<file path="src/rtl/vram_pkg.sv">
// Shared types and default geometry for the character video RAM arbiter.
package vram_pkg;

  localparam int DEF_COLS        = 80;
  localparam int DEF_ROWS        = 30;
  localparam int DEF_CHAR_W_LOG2 = 3;
  localparam int DEF_CHAR_H_LOG2 = 4;
  localparam int DEF_ADDR_W      = 12;
  localparam logic [7:0] DEF_FILL = 8'h20;
  localparam int TEXT_SIZE       = DEF_COLS * DEF_ROWS;

  typedef enum logic [1:0] {
    IDLE,
    ISSUE,
    WAIT,
    ACK
  } cpu_state_t;

endpackage

</file>
<file path="src/rtl/vram_addr_gen.sv">
// Maps the current pixel position plus scroll base to a wrapped character index.
module vram_addr_gen
  import vram_pkg::*;
#(
  parameter int COLS        = DEF_COLS,
  parameter int ROWS        = DEF_ROWS,
  parameter int CHAR_W_LOG2 = DEF_CHAR_W_LOG2,
  parameter int CHAR_H_LOG2 = DEF_CHAR_H_LOG2,
  parameter int ADDR_W      = DEF_ADDR_W
) (
  input  logic [10:0]       disp_x,
  input  logic [10:0]       disp_y,
  input  logic [ADDR_W-1:0] base,
  output logic [ADDR_W-1:0] addr,
  output logic              out_of_area
);

  localparam int CW   = 11 - CHAR_W_LOG2;
  localparam int RW   = 11 - CHAR_H_LOG2;
  localparam int TEXT = COLS * ROWS;

  logic [CW-1:0]   col;
  logic [RW-1:0]   row;
  logic [ADDR_W:0] offset;
  logic [ADDR_W:0] sum;
  logic [ADDR_W:0] wrapped;
  logic            unused_low_bits;

  assign unused_low_bits = ^{disp_x[CHAR_W_LOG2-1:0], disp_y[CHAR_H_LOG2-1:0]};

  // Base and in-area offset are both below TEXT, so one subtraction wraps the sum.
  always_comb begin
    col         = disp_x[10:CHAR_W_LOG2];
    row         = disp_y[10:CHAR_H_LOG2];
    out_of_area = (32'(col) >= 32'(COLS)) || (32'(row) >= 32'(ROWS));
    offset      = (ADDR_W+1)'(32'(row) * 32'(COLS) + 32'(col));
    sum         = {1'b0, base} + offset;
    wrapped     = sum;
    if (sum >= (ADDR_W+1)'(TEXT))
      wrapped = sum - (ADDR_W+1)'(TEXT);
    addr        = wrapped[ADDR_W-1:0];
  end

endmodule

</file>
<file path="src/rtl/vram_arbiter.sv">
// Shares a single-port 1-cycle-latency video RAM between display slots and a CPU port.
module vram_arbiter
  import vram_pkg::*;
#(
  parameter int         COLS        = DEF_COLS,
  parameter int         ROWS        = DEF_ROWS,
  parameter int         CHAR_W_LOG2 = DEF_CHAR_W_LOG2,
  parameter int         CHAR_H_LOG2 = DEF_CHAR_H_LOG2,
  parameter int         ADDR_W      = DEF_ADDR_W,
  parameter logic [7:0] FILL        = DEF_FILL
) (
  input  logic              clk,
  input  logic              reset,
  input  logic              disp_active,
  input  logic [10:0]       disp_x,
  input  logic [10:0]       disp_y,
  input  logic              vblank,
  input  logic [ADDR_W-1:0] scroll_base,
  output logic [7:0]        disp_data,
  output logic              disp_valid,
  input  logic              cpu_req,
  input  logic              cpu_we,
  input  logic [ADDR_W-1:0] cpu_addr,
  input  logic [7:0]        cpu_wdata,
  output logic              cpu_ack,
  output logic [7:0]        cpu_rdata,
  output logic [ADDR_W-1:0] ram_addr,
  output logic              ram_we,
  output logic [7:0]        ram_wdata,
  input  logic [7:0]        ram_rdata
);

  localparam int TEXT = COLS * ROWS;

  cpu_state_t        state;
  logic [ADDR_W-1:0] base_q;
  logic [ADDR_W-1:0] gen_addr;
  logic              gen_oob;
  logic              slot;
  logic              cpu_addr_bad;
  logic              cpu_bad_q;
  logic              d1_valid, d1_fill;
  logic              d2_valid, d2_fill;

  assign slot         = disp_active && (disp_x[CHAR_W_LOG2-1:0] == '0);
  assign cpu_addr_bad = 32'(cpu_addr) >= 32'(TEXT);

  vram_addr_gen #(
    .COLS        (COLS),
    .ROWS        (ROWS),
    .CHAR_W_LOG2 (CHAR_W_LOG2),
    .CHAR_H_LOG2 (CHAR_H_LOG2),
    .ADDR_W      (ADDR_W)
  ) u_addr_gen (
    .disp_x      (disp_x),
    .disp_y      (disp_y),
    .base        (base_q),
    .addr        (gen_addr),
    .out_of_area (gen_oob)
  );

  always_ff @(posedge clk) begin
    if (reset)
      base_q <= '0;
    else if (vblank)
      base_q <= (32'(scroll_base) >= 32'(TEXT)) ? '0 : scroll_base;
  end

  // Fill slots travel the same pipeline so FILL appears at the normal latency.
  always_ff @(posedge clk) begin
    if (reset) begin
      d1_valid   <= 1'b0;
      d1_fill    <= 1'b0;
      d2_valid   <= 1'b0;
      d2_fill    <= 1'b0;
      disp_valid <= 1'b0;
      disp_data  <= 8'h00;
    end else begin
      d1_valid   <= slot;
      d1_fill    <= gen_oob;
      d2_valid   <= d1_valid;
      d2_fill    <= d1_fill;
      disp_valid <= d2_valid;
      if (d2_valid)
        disp_data <= d2_fill ? FILL : ram_rdata;
    end
  end

  // CPU is only accepted outside slots, so display and CPU never claim the same RAM cycle.
  always_ff @(posedge clk) begin
    if (reset) begin
      state     <= IDLE;
      cpu_ack   <= 1'b0;
      cpu_rdata <= 8'h00;
      cpu_bad_q <= 1'b0;
      ram_addr  <= '0;
      ram_we    <= 1'b0;
      ram_wdata <= 8'h00;
    end else begin
      ram_we  <= 1'b0;
      cpu_ack <= 1'b0;
      if (slot && !gen_oob)
        ram_addr <= gen_addr;
      case (state)
        IDLE: begin
          if (cpu_req && !slot) begin
            state     <= ISSUE;
            ram_addr  <= cpu_addr;
            ram_we    <= cpu_we && !cpu_addr_bad;
            ram_wdata <= cpu_wdata;
            cpu_bad_q <= cpu_addr_bad;
          end
        end
        ISSUE: state <= WAIT;
        WAIT: begin
          state     <= ACK;
          cpu_ack   <= 1'b1;
          cpu_rdata <= cpu_bad_q ? 8'h00 : ram_rdata;
        end
        ACK:     state <= IDLE;
        default: state <= IDLE;
      endcase
    end
  end

endmodule
</file>
<file path="config.mk">
export PLATFORM = sky130hd
export DESIGN_NAME = vram_arbiter
export DESIGN_NICKNAME = d
export VERILOG_FILES = /design/src/rtl/vram_pkg.sv /design/src/rtl/vram_addr_gen.sv /design/src/rtl/vram_arbiter.sv
export SDC_FILE = /design/constraint.sdc
export NUM_CORES = 1
export LEC_CHECK = 0
export CORE_AREA = 2 2 118 120
export DETAILED_ROUTE_END_ITERATION = 10
export DIE_AREA = 0 0 120 122
export PLACE_DENSITY_LB_ADDON = 0.2
export REMOVE_ABC_BUFFERS = 1
export SLEW_MARGIN = 20
export SYNTH_ARGS = -nofsm -noshare
export SYNTH_HDL_FRONTEND = slang
export SYNTH_HIERARCHICAL = 1
export SYNTH_SLANG_ARGS = --single-unit
export TNS_END_PERCENT = 1
</file>
<file path="constraint.sdc">
create_clock -name clk -period 6.35 [get_ports clk]
set_clock_uncertainty 0.1 [all_clocks]
set_input_delay 1.27 -clock clk [delete_from_list [all_inputs] [get_ports clk]]
set_output_delay 1.27 -clock clk [all_outputs]
set_load 0.005 [all_outputs]
</file>
==> metrics.log <==
INFO  metric hold_buffers = 0
INFO  metric hold-path-cell-count = 1
INFO  metric vias_in_the_first_global_route = roughly 3.5k
INFO  metric number_of_enable_type_register_cells_in_the_synthesized_netlist = 0
INFO  metric post_synth_fa_ha_maj_area_fraction = a little over an eighth
INFO  metric critical_path.n_buffers_inverters = 3
INFO  metric fp.coreArea = 13500 µm²
INFO  metric arrival = between 5 and 6 ns
INFO  metric combPwrFrac = between 40% and 50%
INFO  metric critPathLaunchType = input port
INFO  metric ff_latch_area = 1161 µm²
INFO  metric fp.dieArea = around 15000 µm²
INFO  metric clk_pin_slew = roughly 0.050 ns
INFO  metric vdd_ir_drop_max = roughly 0.12 mV
INFO  metric clock_power_share = between 30% and 40%
INFO  metric reg2reg_slack = between 2 and 3 ns
INFO  metric result_of_the_run = finished clean
INFO  metric cellPowerDensity = slightly above 300 nW/µm²
INFO  metric number_of_filler_cells_placed_in_the_layout = between 1k and 1.5k
INFO  metric tritoncts_num_sinks = 58
INFO  metric p_switching = between 0.0005 and 0.0006 W
INFO  metric tot_pwr = about 0.0016 W
INFO  metric rr_startpoint = base_q[7]$_SDFFE_PP0P_
INFO  metric worstMarginPinSlew = between 0.8 and 0.9 ns
INFO  metric drt-initial-drc-count = approximately 230
INFO  metric rsz_0062_raised_after_global_routing = no
INFO  metric syn_avg_cell_area = just under 9 µm²
INFO  metric setup_violations = 0
INFO  metric synth-main-ff-cell = sky130_fd_sc_hd__dfxtp_1
INFO  metric share_of_the_synthesized_area_in_the_top_cell_type = roughly 29%
INFO  metric seq_area_frac_synth = ~30%
INFO  metric reg2reg_path_depth = 13
INFO  metric global_route_wire_length_before_repair = around 17000 µm
INFO  metric final-hold-violation-count = 0
INFO  metric gate_count_after_technology_mapping = between 400 and 500
INFO  metric power.switching_fraction = between 30 and 40%
INFO  metric synth_cell_type_count = 63
INFO  metric max_freq = roughly 0.18 GHz
INFO  metric finalWeightedCongestion = around 0.79
INFO  metric final_max_slew_viol_count = 0
INFO  metric cts_inserted_buffers = 9
INFO  metric crit_chain = clkdlybuf4s50_1 -> ha_1 -> ha_1 -> inv_1 -> fa_1 -> inv_1 -> ha_1 -> a2111oi_4 -> o21ai_2 -> a221oi_2 -> and4b_1 -> o41ai_4 -> a21oi_1 -> xnor2_1 -> nand3b_1 -> a311oi_1
INFO  metric netlist_area_before_placement = about 3900 µm²
INFO  metric global_route.overflow_total = 0
INFO  metric post-dp-hpwl = ~7700 µm
INFO  metric cpMaxStageDelayCell = sky130_fd_sc_hd__clkdlybuf4s50_1
INFO  metric hold_start = d1_fill$_SDFF_PP0_
INFO  metric io-pin-count = about 110
INFO  metric chipWidth = between 100 and 150 µm
INFO  metric post-route-cell-area = between 5000 and 6000 µm²
INFO  metric post_cts.repair.setup_buffers = 0
INFO  metric routed_wirelength = between 10000 and 15000 µm
INFO  metric ctsResizeCount = 0
INFO  metric post_route_insts_no_fill = between 700 and 800
INFO  metric antenna_diode_count = 0
INFO  metric timing.max_cap.violations = 0
INFO  metric grt_antenna_before_repair = 0
INFO  metric chipHeight = around 120 µm
INFO  metric worst-setup-path-type = in -> reg
INFO  metric slowest_delay = about 0.48 ns
INFO  metric setup_tns = 0 ns
INFO  metric gr_met3_demand_resource = 4.448%
INFO  metric cts_root_buffer = sky130_fd_sc_hd__clkbuf_16
INFO  metric met1_usage = between 10% and 20%
INFO  metric synth_xor_xnor_area_share = around 3.7%
INFO  metric synth_top_family_by_area = compound AO/OA/AOI/OAI gates
INFO  metric synth_simple_gate_area_share = between 20% and 30%
INFO  metric remaining_max_slew_budget_at_the_tightest_pin = ~40%
INFO  metric synth_mux_area_share = 0.9215%
INFO  metric cell_type_with_the_highest_occurrence_count_on_the_critical_path = sky130_fd_sc_hd__ha_1
INFO  metric clock_insertion_delay_worst_skew = ~0.33 ns
INFO  metric power.sequential.fraction = between 20% and 30%
INFO  metric worstPathMaxFanout = 6
INFO  metric synth_compound_area_share = roughly a quarter
INFO  metric postSynth.asyncResetShare = 0%
INFO  metric fin_nets = approximately 640
INFO  metric clock_tree.buffer_depth = 2
INFO  metric floorplan.initialDensity = 29.16%
INFO  metric min-delay-path-class = reg -> reg
INFO  metric multiInputGateArea = ~2500 µm²
INFO  metric vias = about 3.6k
INFO  metric avgViaCountPerCell = approximately 5.0
INFO  metric site_rows = 43
INFO  metric grt_busiest_layer = met2
INFO  metric synth.largest_area_cell = sky130_fd_sc_hd__dfxtp_1
INFO  metric largest_net_degree_at_the_start_of_global_routing = 66
INFO  metric cpLargestDelayFamily = compound AO/OA/AOI/OAI gates
INFO  metric critical_path.endpoint_type = flop
INFO  metric period_share = around 86%
INFO  metric leakage = around 2.0 nW
INFO  metric worstHoldEndpoint = d2_fill$_SDFF_PP0_
INFO  metric synth_top_cells_by_area = sky130_fd_sc_hd__dfxtp_1 (29%), sky130_fd_sc_hd__ha_1 (10%), sky130_fd_sc_hd__a21oi_1 (5.3%)
INFO  metric grtUsageMet2 = approximately 23%
INFO  metric synth-warning-count = 6
INFO  metric intPower = around 0.0011 W
INFO  metric gr-usage-all-layers = 14.29%
INFO  metric period_minus_slack = 5.441 ns
INFO  metric remaining_design_rule_violation_count = 0
INFO  metric r2r_end = ram_addr[7]$_SDFF_PP0_
INFO  metric cts_htree_levels = 3
INFO  metric ys_ff_latch = between 50 and 60
INFO  metric portbufs = just over 100
INFO  metric numPlacedInstances = 703
INFO  metric placement.cell_area = just over 5000 µm²
INFO  metric area_growth = 35.97%
INFO  metric wire_per_inst = about 14 µm
INFO  metric drt.antenna.violating_nets = 0
INFO  metric drt_pass1_iterations = 4
INFO  metric cp.required = 6.48 ns
INFO  metric cts_tree = built
INFO  metric final_layout_size_suffix_gt1_share = 6.865%
-- cells in the mapped netlist (3+ instances only) --
cell / n
sky130_fd_sc_hd__a21oi_1: 42
sky130_fd_sc_hd__xnor2_1: 7
sky130_fd_sc_hd__ha_1: 33
sky130_fd_sc_hd__a311oi_1: 12
sky130_fd_sc_hd__nor3b_1: 9
sky130_fd_sc_hd__nor2b_1: 17
sky130_fd_sc_hd__inv_1: 21
sky130_fd_sc_hd__a211oi_1: 6
sky130_fd_sc_hd__nor2_1: 21
sky130_fd_sc_hd__nand2b_1: 13
sky130_fd_sc_hd__buf_2: 5
sky130_fd_sc_hd__nand3b_1: 20
sky130_fd_sc_hd__buf_4: 3
sky130_fd_sc_hd__fa_1: 6
sky130_fd_sc_hd__a2111oi_0: 4
sky130_fd_sc_hd__xor2_1: 6
sky130_fd_sc_hd__dfxtp_1: 58
sky130_fd_sc_hd__a31oi_1: 7
sky130_fd_sc_hd__a21o_1: 8
sky130_fd_sc_hd__buf_6: 5
sky130_fd_sc_hd__o21a_1: 4
sky130_fd_sc_hd__nand2_1: 18
sky130_fd_sc_hd__clkbuf_1: 12
sky130_fd_sc_hd__o31ai_1: 10
sky130_fd_sc_hd__o21ai_0: 18
sky130_fd_sc_hd__nand3_1: 12
sky130_fd_sc_hd__o21ai_1: 9
sky130_fd_sc_hd__nor3_1: 16
-- flip-flops by register name (all words and copies together) (netlist names) --
| signal | count |
|---|---|
| d2_fill | 1 |
| cpu_ack | 1 |
| ram_addr | 12 |
| disp_data | 8 |
| ram_wdata | 8 |
| d1_fill | 1 |
| state | 2 |
| d1_valid | 1 |
| disp_valid | 1 |
| ram_we | 1 |
| d2_valid | 1 |
| cpu_bad_q | 1 |
| base_q | 12 |
| cpu_rdata | 8 |
-- kinds of logic (layout without fill, tap and decap cells) --
kind of cell	count (synthesis)	count (layout)
compound gates	143	143
simple gates	139	139
flops	58	58
buf+inv	49	142
fa+ha+maj	39	39
xor+xnor	15	15
mux	3	3
-- worst reg2reg max path, stage by stage (launching register included) --
cell and delay (ns):
sky130_fd_sc_hd__dfxtp_1 0.33, sky130_fd_sc_hd__inv_1 0.06, sky130_fd_sc_hd__fa_1 0.50, sky130_fd_sc_hd__inv_1 0.04
sky130_fd_sc_hd__ha_1 0.40, sky130_fd_sc_hd__a2111oi_4 0.40, sky130_fd_sc_hd__o21ai_2 0.14, sky130_fd_sc_hd__a221oi_2 0.43
sky130_fd_sc_hd__and4b_1 0.31, sky130_fd_sc_hd__o41ai_4 0.28, sky130_fd_sc_hd__a21oi_1 0.14, sky130_fd_sc_hd__xnor2_1 0.20
sky130_fd_sc_hd__nand3b_1 0.10, sky130_fd_sc_hd__a311oi_1 0.27
-- metal layers --
layer  up-vias  share of wire [%]  wire, µm
met4         0               0.87        90
met1      1661                 48      5008
met2       110                 45      4656
li1       1818                  -         -
met3        11                5.7       587
met5         -                  0         0
-- layout make-up --
| cell class | count | area share (%) |
|---|---|---|
| multi-input combinational | 339 | 47.32 |
| clock buffer | 11 | 4.534 |
| timing repair buffer | 104 | 19.26 |
| inverter | 22 | 1.542 |
| sequential | 58 | 21.69 |
| tap | 180 | 4.207 |
| clock inverter | 5 | 1.449 |
-- per-stage QoR --
stage | hold slack, ns | worst slack [ns] | utilization, %
final | 0.3346 | 0.9086 | 39.65
after global routing | 0.3667 | 0.6523 | 39.65
after CTS | 0.3377 | 0.8644 | 39.65
after detailed placement | 0.3256 | 0.5534 | 37.27
after global placement | 0.3185 | 0.6008 | 37.27
after floorplan | 0.3138 | 1.412 | -
-- power groups by stage --
| stage | registers [W] | logic [W] | clock network (W) |
|---|---|---|---|
| 4_1_cts | 0.000441 | 0.000660 | 0.000535 |
| 3_5_place_dp | 0.000448 | 0.000655 | 0 |
| 6_report | 0.000440 | 0.000652 | 0.000524 |
| 5_1_grt | 0.000446 | 0.000724 | 0.000558 |
| 3_3_place_gp | 0.000446 | 0.000642 | 0 |
| 2_1_floorplan | 0.000447 | 0.000423 | 0 |
-- placed cells by master, fill, tap and decap left out, types with 2 or more instances in the layout --
cell	instances
sky130_fd_sc_hd__clkdlybuf4s50_1	101
sky130_fd_sc_hd__dfxtp_1	58
sky130_fd_sc_hd__a21oi_1	42
sky130_fd_sc_hd__ha_1	33
sky130_fd_sc_hd__inv_1	21
sky130_fd_sc_hd__nor2_1	21
sky130_fd_sc_hd__nand3b_1	20
sky130_fd_sc_hd__nand2_1	18
sky130_fd_sc_hd__o21ai_0	18
sky130_fd_sc_hd__nor2b_1	17
sky130_fd_sc_hd__nor3_1	16
sky130_fd_sc_hd__nand2b_1	13
sky130_fd_sc_hd__nand3_1	12
sky130_fd_sc_hd__a311oi_1	12
sky130_fd_sc_hd__o31ai_1	10
sky130_fd_sc_hd__o21ai_1	9
sky130_fd_sc_hd__nor3b_1	9
sky130_fd_sc_hd__clkbuf_16	9
sky130_fd_sc_hd__a21o_1	8
sky130_fd_sc_hd__a31oi_1	7
sky130_fd_sc_hd__xnor2_1	7
sky130_fd_sc_hd__a211oi_1	6
sky130_fd_sc_hd__xor2_1	6
sky130_fd_sc_hd__fa_1	6
sky130_fd_sc_hd__a2111oi_0	4
sky130_fd_sc_hd__o21a_1	4
sky130_fd_sc_hd__and2_1	2
sky130_fd_sc_hd__o211ai_1	2
sky130_fd_sc_hd__a21boi_0	2
sky130_fd_sc_hd__clkinv_2	2
sky130_fd_sc_hd__bufinv_16	2
sky130_fd_sc_hd__buf_4	2
sky130_fd_sc_hd__a211o_1	2
sky130_fd_sc_hd__xnor2_2	2
sky130_fd_sc_hd__and3_1	2
sky130_fd_sc_hd__a221oi_2	2
sky130_fd_sc_hd__a21o_2	2
sky130_fd_sc_hd__a311o_1	2
-- worst max path at each step --
stage,to,start,cells after the start
4_1_cts,ram_addr[7]$_SDFF_PP0_,disp_y[5],16
6_report,ram_addr[7]$_SDFF_PP0_,disp_y[5],16
5_1_grt,ram_addr[7]$_SDFF_PP0_,disp_y[5],16
3_3_place_gp,ram_addr[7]$_SDFF_PP0_,disp_y[5],16
2_1_floorplan,ram_addr[6]$_SDFF_PP0_,disp_y[5],15
3_5_place_dp,ram_addr[7]$_SDFF_PP0_,disp_y[5],16
No activity file was read; power rests on OpenSTA's default activity.
